`config.mk`:
```
export PLATFORM = sky130hd
export DESIGN_NAME = uart_hex_encoder
export DESIGN_NICKNAME = d
export VERILOG_FILES = /design/src/rtl/uart_hex_encoder_pkg.sv /design/src/rtl/uart_hex_encoder_sync_fifo.sv /design/src/rtl/uart_hex_encoder.sv
export SDC_FILE = /design/constraint.sdc
export NUM_CORES = 1
export LEC_CHECK = 0
export BUFFER_PORTS_ARGS = -buffer_cell sky130_fd_sc_hd__buf_2
export CAP_MARGIN = 10
export CORE_AREA = 3 3 147 149
export CTS_CLUSTER_DIAMETER = 30
export CTS_CLUSTER_SIZE = 20
export DETAILED_ROUTE_END_ITERATION = 12
export DIE_AREA = 0 0 150 152
export GPL_ROUTABILITY_DRIVEN = 0
export MAX_ROUTING_LAYER = met4
export PLACE_DENSITY_LB_ADDON = 0.05
export SYNTH_ARGS = -nofsm -noshare
export SYNTH_HDL_FRONTEND = slang
export SYNTH_SLANG_ARGS = --single-unit
```
`constraint.sdc`:
```
create_clock -name i_clk -period 4.1 [get_ports i_clk]
set_input_delay 0.615 -clock i_clk [delete_from_list [all_inputs] [get_ports i_clk]]
set_output_delay 0.615 -clock i_clk [all_outputs]
set_load 0.02 [all_outputs]
```
`src/rtl/uart_hex_encoder_pkg.sv`:
```
`default_nettype none
// ============================================================================
// Module      : uart_hex_pkg
// Description : Shared types, character constants and the nibble-to-ASCII
//               helper used by the hex line encoder.
// Revision    : 1.0 - initial parametrised release
// ============================================================================
package uart_hex_pkg;

   // Word tag carried in the two MSBs of every input word
   typedef enum logic [1:0] {
      TAG_RD  = 2'b00,
      TAG_ACK = 2'b01,
      TAG_ADR = 2'b10,
      TAG_ERR = 2'b11
   } tag_t;

   // Line-level sequencer: which character of the line is being sent
   typedef enum logic [2:0] {
      ST_IDLE   = 3'd0,
      ST_LOAD   = 3'd1,
      ST_PREFIX = 3'd2,
      ST_DIGIT  = 3'd3,
      ST_CR     = 3'd4,
      ST_LF     = 3'd5
   } line_state_t;

   // Per-character UART handshake phase
   typedef enum logic [1:0] {
      S_GO  = 2'd0,
      S_ACK = 2'd1,
      S_END = 2'd2
   } hs_state_t;

   localparam logic [7:0] CH_R  = 8'h52;
   localparam logic [7:0] CH_A  = 8'h41;
   localparam logic [7:0] CH_K  = 8'h4B;
   localparam logic [7:0] CH_E  = 8'h45;
   localparam logic [7:0] CH_CR = 8'h0D;
   localparam logic [7:0] CH_LF = 8'h0A;

   // Map one nibble to its ASCII hex digit, lower or upper case letters
   function automatic logic [7:0] nib2hex(input logic [3:0] nib, input logic lower);
      if (nib < 4'd10) begin
         return 8'h30 + {4'h0, nib};
      end
      return (lower ? 8'h61 : 8'h41) + {4'h0, nib} - 8'd10;
   endfunction

endpackage
`default_nettype wire

```
`src/rtl/uart_hex_encoder_sync_fifo.sv`:
```
`default_nettype none
// ============================================================================
// Module      : sync_fifo
// Description : Single-clock FIFO with first-word fall-through read data.
//               A push while full is honoured when a pop happens in the same
//               cycle.
// Revision    : 1.0 - initial release
// ============================================================================
module sync_fifo #(
   parameter int unsigned W  = 8,
   parameter int unsigned LG = 2
) (
   input  logic         i_clk,
   input  logic         i_reset,
   input  logic         i_push,
   input  logic [W-1:0] i_wdata,
   input  logic         i_pop,
   output logic [W-1:0] o_rdata,
   output logic         o_full,
   output logic         o_empty
);

   localparam int unsigned DEPTH = 1 << LG;

   logic [W-1:0] mem_q [DEPTH];
   logic [LG:0]  wr_q;
   logic [LG:0]  rd_q;
   logic         w_do_push;
   logic         w_do_pop;

   assign w_do_pop  = i_pop & ~o_empty;
   assign w_do_push = i_push & (~o_full | w_do_pop);

   // Pointers carry one extra wrap bit so full and empty are distinguishable
   always_ff @(posedge i_clk) begin
      if (i_reset) begin
         wr_q <= '0;
         rd_q <= '0;
      end else begin
         if (w_do_push) wr_q <= wr_q + (LG+1)'(1);
         if (w_do_pop)  rd_q <= rd_q + (LG+1)'(1);
      end
   end

   // Storage array; contents need no reset because the pointers gate them
   always_ff @(posedge i_clk) begin
      if (w_do_push) mem_q[wr_q[LG-1:0]] <= i_wdata;
   end

   assign o_rdata = mem_q[rd_q[LG-1:0]];
   assign o_empty = (wr_q == rd_q);
   assign o_full  = (wr_q[LG] != rd_q[LG]) && (wr_q[LG-1:0] == rd_q[LG-1:0]);

endmodule
`default_nettype wire

```
`src/rtl/uart_hex_encoder.sv`:
```
`default_nettype none
// ============================================================================
// Module      : uart_hex_encoder
// Description : Converts tagged bus result words into ASCII text lines
//               (prefix char, MSB-first hex digits, optional CR LF) and
//               feeds them one character at a time to a UART transmitter.
// Revision    : 1.0 - parametrised width/case/newline successor release
// ============================================================================
module uart_hex_encoder
   import uart_hex_pkg::*;
#(
   parameter int unsigned DW      = 32,
   parameter int unsigned FIFO_LG = 2,
   parameter bit          NEWLINE = 1'b1,
   parameter bit          LOWER   = 1'b1
) (
   input  logic          i_clk,
   input  logic          i_reset,
   input  logic          i_stb,
   input  logic [DW+1:0] i_word,
   output logic          o_busy,
   output logic [7:0]    o_dropped,
   output logic [7:0]    o_tx_data,
   output logic          o_tx_start,
   input  logic          i_tx_busy,
   output logic          o_idle
);

   localparam int unsigned ND = (DW + 3) / 4;
   localparam int unsigned SW = ND * 4;
   localparam int unsigned CW = $clog2(ND + 1);

   line_state_t   state_q, state_d;
   hs_state_t     hs_q, hs_d;
   tag_t          tag_q, tag_d;
   logic [SW-1:0] shift_q, shift_d;
   logic [CW-1:0] cnt_q, cnt_d;
   logic [7:0]    txd_q, txd_d;
   logic [7:0]    dropped_q;

   logic          w_push, w_pop, w_full, w_empty;
   logic [DW+1:0] w_head;
   logic [SW-1:0] w_load;
   logic [7:0]    w_char;
   logic          w_start, w_adv, w_is_char;

   // A pop only happens in LOAD, so a push into a full FIFO is let through then
   assign w_pop  = (state_q == ST_LOAD);
   assign o_busy = w_full & ~w_pop;
   assign w_push = i_stb & ~o_busy;

   sync_fifo #(
      .W  (DW + 2),
      .LG (FIFO_LG)
   ) u_fifo (
      .i_clk   (i_clk),
      .i_reset (i_reset),
      .i_push  (w_push),
      .i_wdata (i_word),
      .i_pop   (w_pop),
      .o_rdata (w_head),
      .o_full  (w_full),
      .o_empty (w_empty)
   );

   // Saturating count of words offered while the FIFO could not take them
   always_ff @(posedge i_clk) begin
      if (i_reset)                              dropped_q <= 8'h00;
      else if (i_stb && o_busy && dropped_q != 8'hFF) dropped_q <= dropped_q + 8'd1;
   end

   assign w_is_char = (state_q == ST_PREFIX) || (state_q == ST_DIGIT) ||
                      (state_q == ST_CR)     || (state_q == ST_LF);

   // Line sequencer and character handshake next-state logic
   always_comb begin
      state_d = state_q;
      hs_d    = hs_q;
      tag_d   = tag_q;
      shift_d = shift_q;
      cnt_d   = cnt_q;
      txd_d   = txd_q;
      w_char  = 8'h00;
      w_start = 1'b0;
      w_adv   = 1'b0;
      w_load  = '0;
      w_load[DW-1:0] = w_head[DW-1:0];

      case (state_q)
         ST_PREFIX: begin
            case (tag_q)
               TAG_RD:  w_char = CH_R;
               TAG_ADR: w_char = CH_A;
               TAG_ACK: w_char = CH_K;
               default: w_char = CH_E;
            endcase
         end
         ST_DIGIT: w_char = nib2hex(shift_q[SW-1 -: 4], LOWER);
         ST_CR:    w_char = CH_CR;
         ST_LF:    w_char = CH_LF;
         default:  w_char = 8'h00;
      endcase

      // Every character waits for an idle UART, pulses, then sees busy rise and fall
      if (w_is_char) begin
         case (hs_q)
            S_GO: begin
               if (!i_tx_busy) begin
                  w_start = 1'b1;
                  txd_d   = w_char;
                  hs_d    = S_ACK;
               end
            end
            S_ACK: begin
               if (i_tx_busy) hs_d = S_END;
            end
            default: begin
               if (!i_tx_busy) begin
                  w_adv = 1'b1;
                  hs_d  = S_GO;
               end
            end
         endcase
      end

      case (state_q)
         ST_IDLE: begin
            if (!w_empty) state_d = ST_LOAD;
         end
         ST_LOAD: begin
            tag_d   = tag_t'(w_head[DW+1:DW]);
            shift_d = w_load;
            cnt_d   = CW'(ND);
            hs_d    = S_GO;
            state_d = ST_PREFIX;
         end
         ST_PREFIX: begin
            if (w_adv) begin
               if (tag_q == TAG_RD || tag_q == TAG_ADR) state_d = ST_DIGIT;
               else                                     state_d = NEWLINE ? ST_CR : ST_IDLE;
            end
         end
         ST_DIGIT: begin
            if (w_adv) begin
               shift_d = shift_q << 4;
               cnt_d   = cnt_q - CW'(1);
               if (cnt_q == CW'(1)) state_d = NEWLINE ? ST_CR : ST_IDLE;
            end
         end
         ST_CR: begin
            if (w_adv) state_d = ST_LF;
         end
         ST_LF: begin
            if (w_adv) state_d = ST_IDLE;
         end
         default: state_d = ST_IDLE;
      endcase
   end

   // Sequencer registers; reset abandons any line in progress
   always_ff @(posedge i_clk) begin
      if (i_reset) begin
         state_q <= ST_IDLE;
         hs_q    <= S_GO;
         tag_q   <= TAG_RD;
         shift_q <= '0;
         cnt_q   <= '0;
         txd_q   <= 8'h00;
      end else begin
         state_q <= state_d;
         hs_q    <= hs_d;
         tag_q   <= tag_d;
         shift_q <= shift_d;
         cnt_q   <= cnt_d;
         txd_q   <= txd_d;
      end
   end

   // The new character shows during its pulse and is held until the next one
   assign o_tx_data  = w_start ? w_char : txd_q;
   assign o_tx_start = w_start;
   assign o_dropped  = dropped_q;
   assign o_idle     = w_empty & (state_q == ST_IDLE);

endmodule
`default_nettype wire

```
==> results_dict.tcl <==
set metrics [dict create \
    hpwl_um 10500 \
    worst_vdd_drop_mv 0.392 \
    clock_sinks 202 \
    grt_usage_pct 16.0 \
    critical-path-max-stage-delay_ns 0.58 \
    max_freq_mhz 341 \
    cpLargestDelayFamily "flip-flops" \
    drive_above_1_share_pct 26.5 \
    antenna_violations_before_repair 0 \
    worst-setup-path-type "reg -> out" \
    met2_length_um 8050 \
    status "completed" \
    avgSynthCellArea_sq_um 14.1 \
    worst_clock_skew_ns 0.0106 \
    critical_path.n_buffers_inverters 2 \
    timing.slew.headroom_pct 35.7 \
    route.top_layer_used "met4" \
    synth-edff-count 136 \
    cp-start-kind "flop" \
    final_min_period_over_clock_period_pct 71.5 \
    avgViaCountPerCell 5.26 \
    route.detailed.drc 0 \
    port_buffers 55 \
    wirelength_um 17400 \
    final_util_pct 50.0 \
    cts_inserted_buffers 44 \
    cp_cell_sequence "nand3b_1 -> buf_4 -> a21oi_1 -> a211oi_1 -> nor2_1 -> buf_2" \
    fp.coreArea_sq_um 20300 \
    report.final.hold_viol_count 0 \
    final_net_count 702 \
    initial_core_util_pct 40.0 \
    clkTransAtPathRegs_ns 0.04 \
    clock_tree.htree_level_count 2 \
    final_max_slew_viol_count 0 \
    detailroute.via_count 5033 \
    timing.final.crit_period_ns 2.93 \
    drtPass1Iterations 4 \
    synthesis.instances 578 \
    drv.max_cap_violation_count 0 \
    timing.critical_path.to_type "output port" \
    cts-resized-gates 0 \
    postSynth.topFlopCell "sky130_fd_sc_hd__edfxtp_1" \
    worstMarginPinSlew_ns 0.964 \
    worst_skew_pair.late_latency_ns 0.51 \
    chipHeight_um 152 \
    wl_met3_um 1070 \
    min-delay-path-class "in -> reg" \
    cpMaxStageDelayCell "sky130_fd_sc_hd__dfxtp_1" \
    clockBufferDepth 3 \
    holdBufCountCts 0 \
    critical_path.max_fanout 32 \
    dieArea_sq_um 22800 \
    synth.cell_area_sq_um 8130 \
    first_pass_grt_wire_length_um 28100 \
    ys_seq_elements 202 \
    setup_viol_count_final 0 \
    powerDensity_nw_per_um2 694 \
    n_antenna_cell 0 \
    cts_setup_buffers 0 \
    mapped_nets 625 \
    leakagePower_nw 3.62 \
    worst_ep_required_time_ns 3.48 \
    avgRoutedWirePerCell_um 18.2 \
    cts_tree "done" \
    maximum_number_of_pins_on_one_net_before_global_route_repair 69 \
    synth.top_cell.area_share_pct 50.3 \
    setup_total_negative_slack_ns 0 \
    grt_setup_unrepaired "no" \
    synth_cell_types 53 \
    drt_iter0_drc 287 \
    asyncSetResetFlopFracSynth_pct 0 \
    drt-met1-wl_um 7870 \
    via_count_of_the_first_global_routing_pass 5229 \
    ys_seq_area_share_pct 66.5 \
    timing.critical_path.arrival_ns 2.31 \
    ys.warnings.count 0 \
    clock_tree.root_cell "sky130_fd_sc_hd__clkbuf_16" \
    area_delta_synth_final_pct 24.8 \
    placement_rows 52 \
    synth_top_area_cell "sky130_fd_sc_hd__edfxtp_1" \
    io_pins 57 \
    drt.antenna.violating_nets 0 \
    dieWidth_um 150 \
    synth_top_cells_by_area "sky130_fd_sc_hd__edfxtp_1, sky130_fd_sc_hd__dfxtp_1, sky130_fd_sc_hd__mux4_2" \
    grt.overflow.total 0 \
]
==> registers in the layout (all words and copies together) (netlist names), named ones only <==
register and cells:
o_dropped 8, cnt_q 4, tag_q 2, state_q 3
u_fifo.mem_q 136, txd_q 7, u_fifo.wr_q 3, hs_q 2
shift_q 32, u_fifo.rd_q 3
==> layer usage <==
layer | GRT usage [%] | vias up
met5 | - | -
met4 | 4.97 | 0
met3 | 4.71 | 34
met2 | 23.8 | 131
met1 | 21.2 | 2487
li1 | - | 2381
==> metrics by stage <==
| step | std cells | hold slack, ns | setup WS [ns] | area (sq um) | power (mW) |
|---|---|---|---|---|---|
| after floorplan | 578 | 0.467 | 0.872 | 8130 | 3.43 |
| after global routing | 957 | 0.301 | 0.977 | 10100 | 7.39 |
| after CTS | 957 | 0.294 | 1.14 | 10100 | 7.13 |
| after global placement | 879 | 0.485 | 1.31 | 8710 | 3.73 |
| final | 957 | 0.312 | 1.17 | 10100 | 7.04 |
| after detailed placement | 879 | 0.493 | 1.26 | 8710 | 3.75 |
==> cell families (layout without fill, tap and decap cells) <==
kind of cell    count (synthesis)  count (layout)  share of synthesized area, %
compound gates                120             120                          9.50
simple gates                  148             148                          8.79
fa+ha+maj                       9               9                          1.39
flops                         202             202                          66.5
xor+xnor                       11              11                          1.19
other cells                     1               1                        0.0461
buf+inv                        49             158                          2.65
mux                            38              38                          9.93
==> synth_stat cells, types with 2 or more instances <==
cell type                  count
sky130_fd_sc_hd__mux4_2       34
sky130_fd_sc_hd__o31ai_1       4
sky130_fd_sc_hd__buf_4         2
sky130_fd_sc_hd__or4_1         4
sky130_fd_sc_hd__nand3b_1      2
sky130_fd_sc_hd__nor3b_1       2
sky130_fd_sc_hd__buf_2        13
sky130_fd_sc_hd__a21oi_1      45
sky130_fd_sc_hd__a22oi_1       5
sky130_fd_sc_hd__a221oi_1      2
sky130_fd_sc_hd__nand3_1       9
sky130_fd_sc_hd__xnor2_1       7
sky130_fd_sc_hd__clkbuf_1     20
sky130_fd_sc_hd__o21ai_0      13
sky130_fd_sc_hd__nand2_1      39
sky130_fd_sc_hd__nor2b_1       9
sky130_fd_sc_hd__nor2_1       50
sky130_fd_sc_hd__nand4_1       3
sky130_fd_sc_hd__a21bo_2       2
sky130_fd_sc_hd__ha_1          9
sky130_fd_sc_hd__and3b_1       2
sky130_fd_sc_hd__mux2i_1       3
sky130_fd_sc_hd__or3_1         2
sky130_fd_sc_hd__nand2b_1      5
sky130_fd_sc_hd__xor2_1        4
sky130_fd_sc_hd__and3_1        3
sky130_fd_sc_hd__edfxtp_1    136
sky130_fd_sc_hd__dfxtp_1      66
sky130_fd_sc_hd__a211oi_1     34
sky130_fd_sc_hd__buf_1         2
sky130_fd_sc_hd__nor3_1        8
sky130_fd_sc_hd__inv_1        11
sky130_fd_sc_hd__a21o_1        5
sky130_fd_sc_hd__nor4_1        4
==> area by class of cell <==
cell class	instances	area (sq um)
Inverter	11	41.3
Clock buffer	53	1180
Fill cell	1799	10200
Multi-Input combinational cell	327	2530
Timing Repair Buffer	69	393
Tap cell	270	338
Sequential cell	202	5410
Clock inverter	25	249
==> placed cells by master (no fill, tap or decap), types with 3 or more instances in the layout <==
| cell type | netlist | layout |
|---|---|---|
| sky130_fd_sc_hd__buf_2 | 13 | 55 |
| sky130_fd_sc_hd__nor4_1 | 4 | 4 |
| sky130_fd_sc_hd__a22oi_1 | 5 | 5 |
| sky130_fd_sc_hd__o31ai_1 | 4 | 4 |
| sky130_fd_sc_hd__dfxtp_1 | 66 | 65 |
| sky130_fd_sc_hd__a21o_1 | 5 | 5 |
| sky130_fd_sc_hd__nand3_1 | 9 | 9 |
| sky130_fd_sc_hd__xnor2_1 | 7 | 7 |
| sky130_fd_sc_hd__nor3_1 | 8 | 8 |
| sky130_fd_sc_hd__clkbuf_16 | 0 | 44 |
| sky130_fd_sc_hd__edfxtp_1 | 136 | 136 |
| sky130_fd_sc_hd__inv_1 | 11 | 11 |
| sky130_fd_sc_hd__nor2_1 | 50 | 50 |
| sky130_fd_sc_hd__ha_1 | 9 | 9 |
| sky130_fd_sc_hd__clkbuf_8 | 0 | 5 |
| sky130_fd_sc_hd__nand2b_1 | 5 | 5 |
| sky130_fd_sc_hd__mux4_2 | 34 | 34 |
| sky130_fd_sc_hd__nor2b_1 | 9 | 9 |
| sky130_fd_sc_hd__xor2_1 | 4 | 4 |
| sky130_fd_sc_hd__a21oi_1 | 45 | 45 |
| sky130_fd_sc_hd__clkinv_1 | 0 | 6 |
| sky130_fd_sc_hd__bufinv_16 | 0 | 4 |
| sky130_fd_sc_hd__mux2i_1 | 3 | 3 |
| sky130_fd_sc_hd__a211oi_1 | 34 | 34 |
| sky130_fd_sc_hd__clkbuf_1 | 20 | 4 |
| sky130_fd_sc_hd__clkinv_2 | 0 | 7 |
| sky130_fd_sc_hd__clkinvlp_4 | 0 | 5 |
| sky130_fd_sc_hd__nand2_1 | 39 | 39 |
| sky130_fd_sc_hd__buf_4 | 2 | 13 |
| sky130_fd_sc_hd__nand4_1 | 3 | 3 |
| sky130_fd_sc_hd__or4_1 | 4 | 4 |
| sky130_fd_sc_hd__o21ai_0 | 13 | 13 |
==> final timing paths <==
kind / start / endpoint / slack, ns / cells after the start
setup / recovery: state_q[2]$_SDFFE_PP0P_ / o_tx_data[2] / 1.17 / 6
hold / removal: i_word[27] / u_fifo.mem_q[2][27]$_DFFE_PP_ / 0.31 / 1
hold reg to reg: shift_q[12]$_SDFFE_PP0P_ / shift_q[12]$_SDFFE_PP0P_ / 0.50 / 2
setup reg to reg: state_q[0]$_SDFFE_PP0P_ / u_fifo.mem_q[0][33]$_DFFE_PP_ / 1.29 / 4
==> worst register-to-register path, delay by kind of cell, from the launching register on <==
family                 cells  cell delay, ns
buffers and inverters      1            0.41
and+or+nand+nor            3            1.46
DFF                        1            0.59
==> power breakdown <==
part	internal (mW)	switching [mW]	leakage [nW]
registers	2.42	0.197	1.79
clock network	2.28	1.05	0.692
logic	0.460	0.627	1.14
No activity file was read; power rests on OpenSTA's default activity.
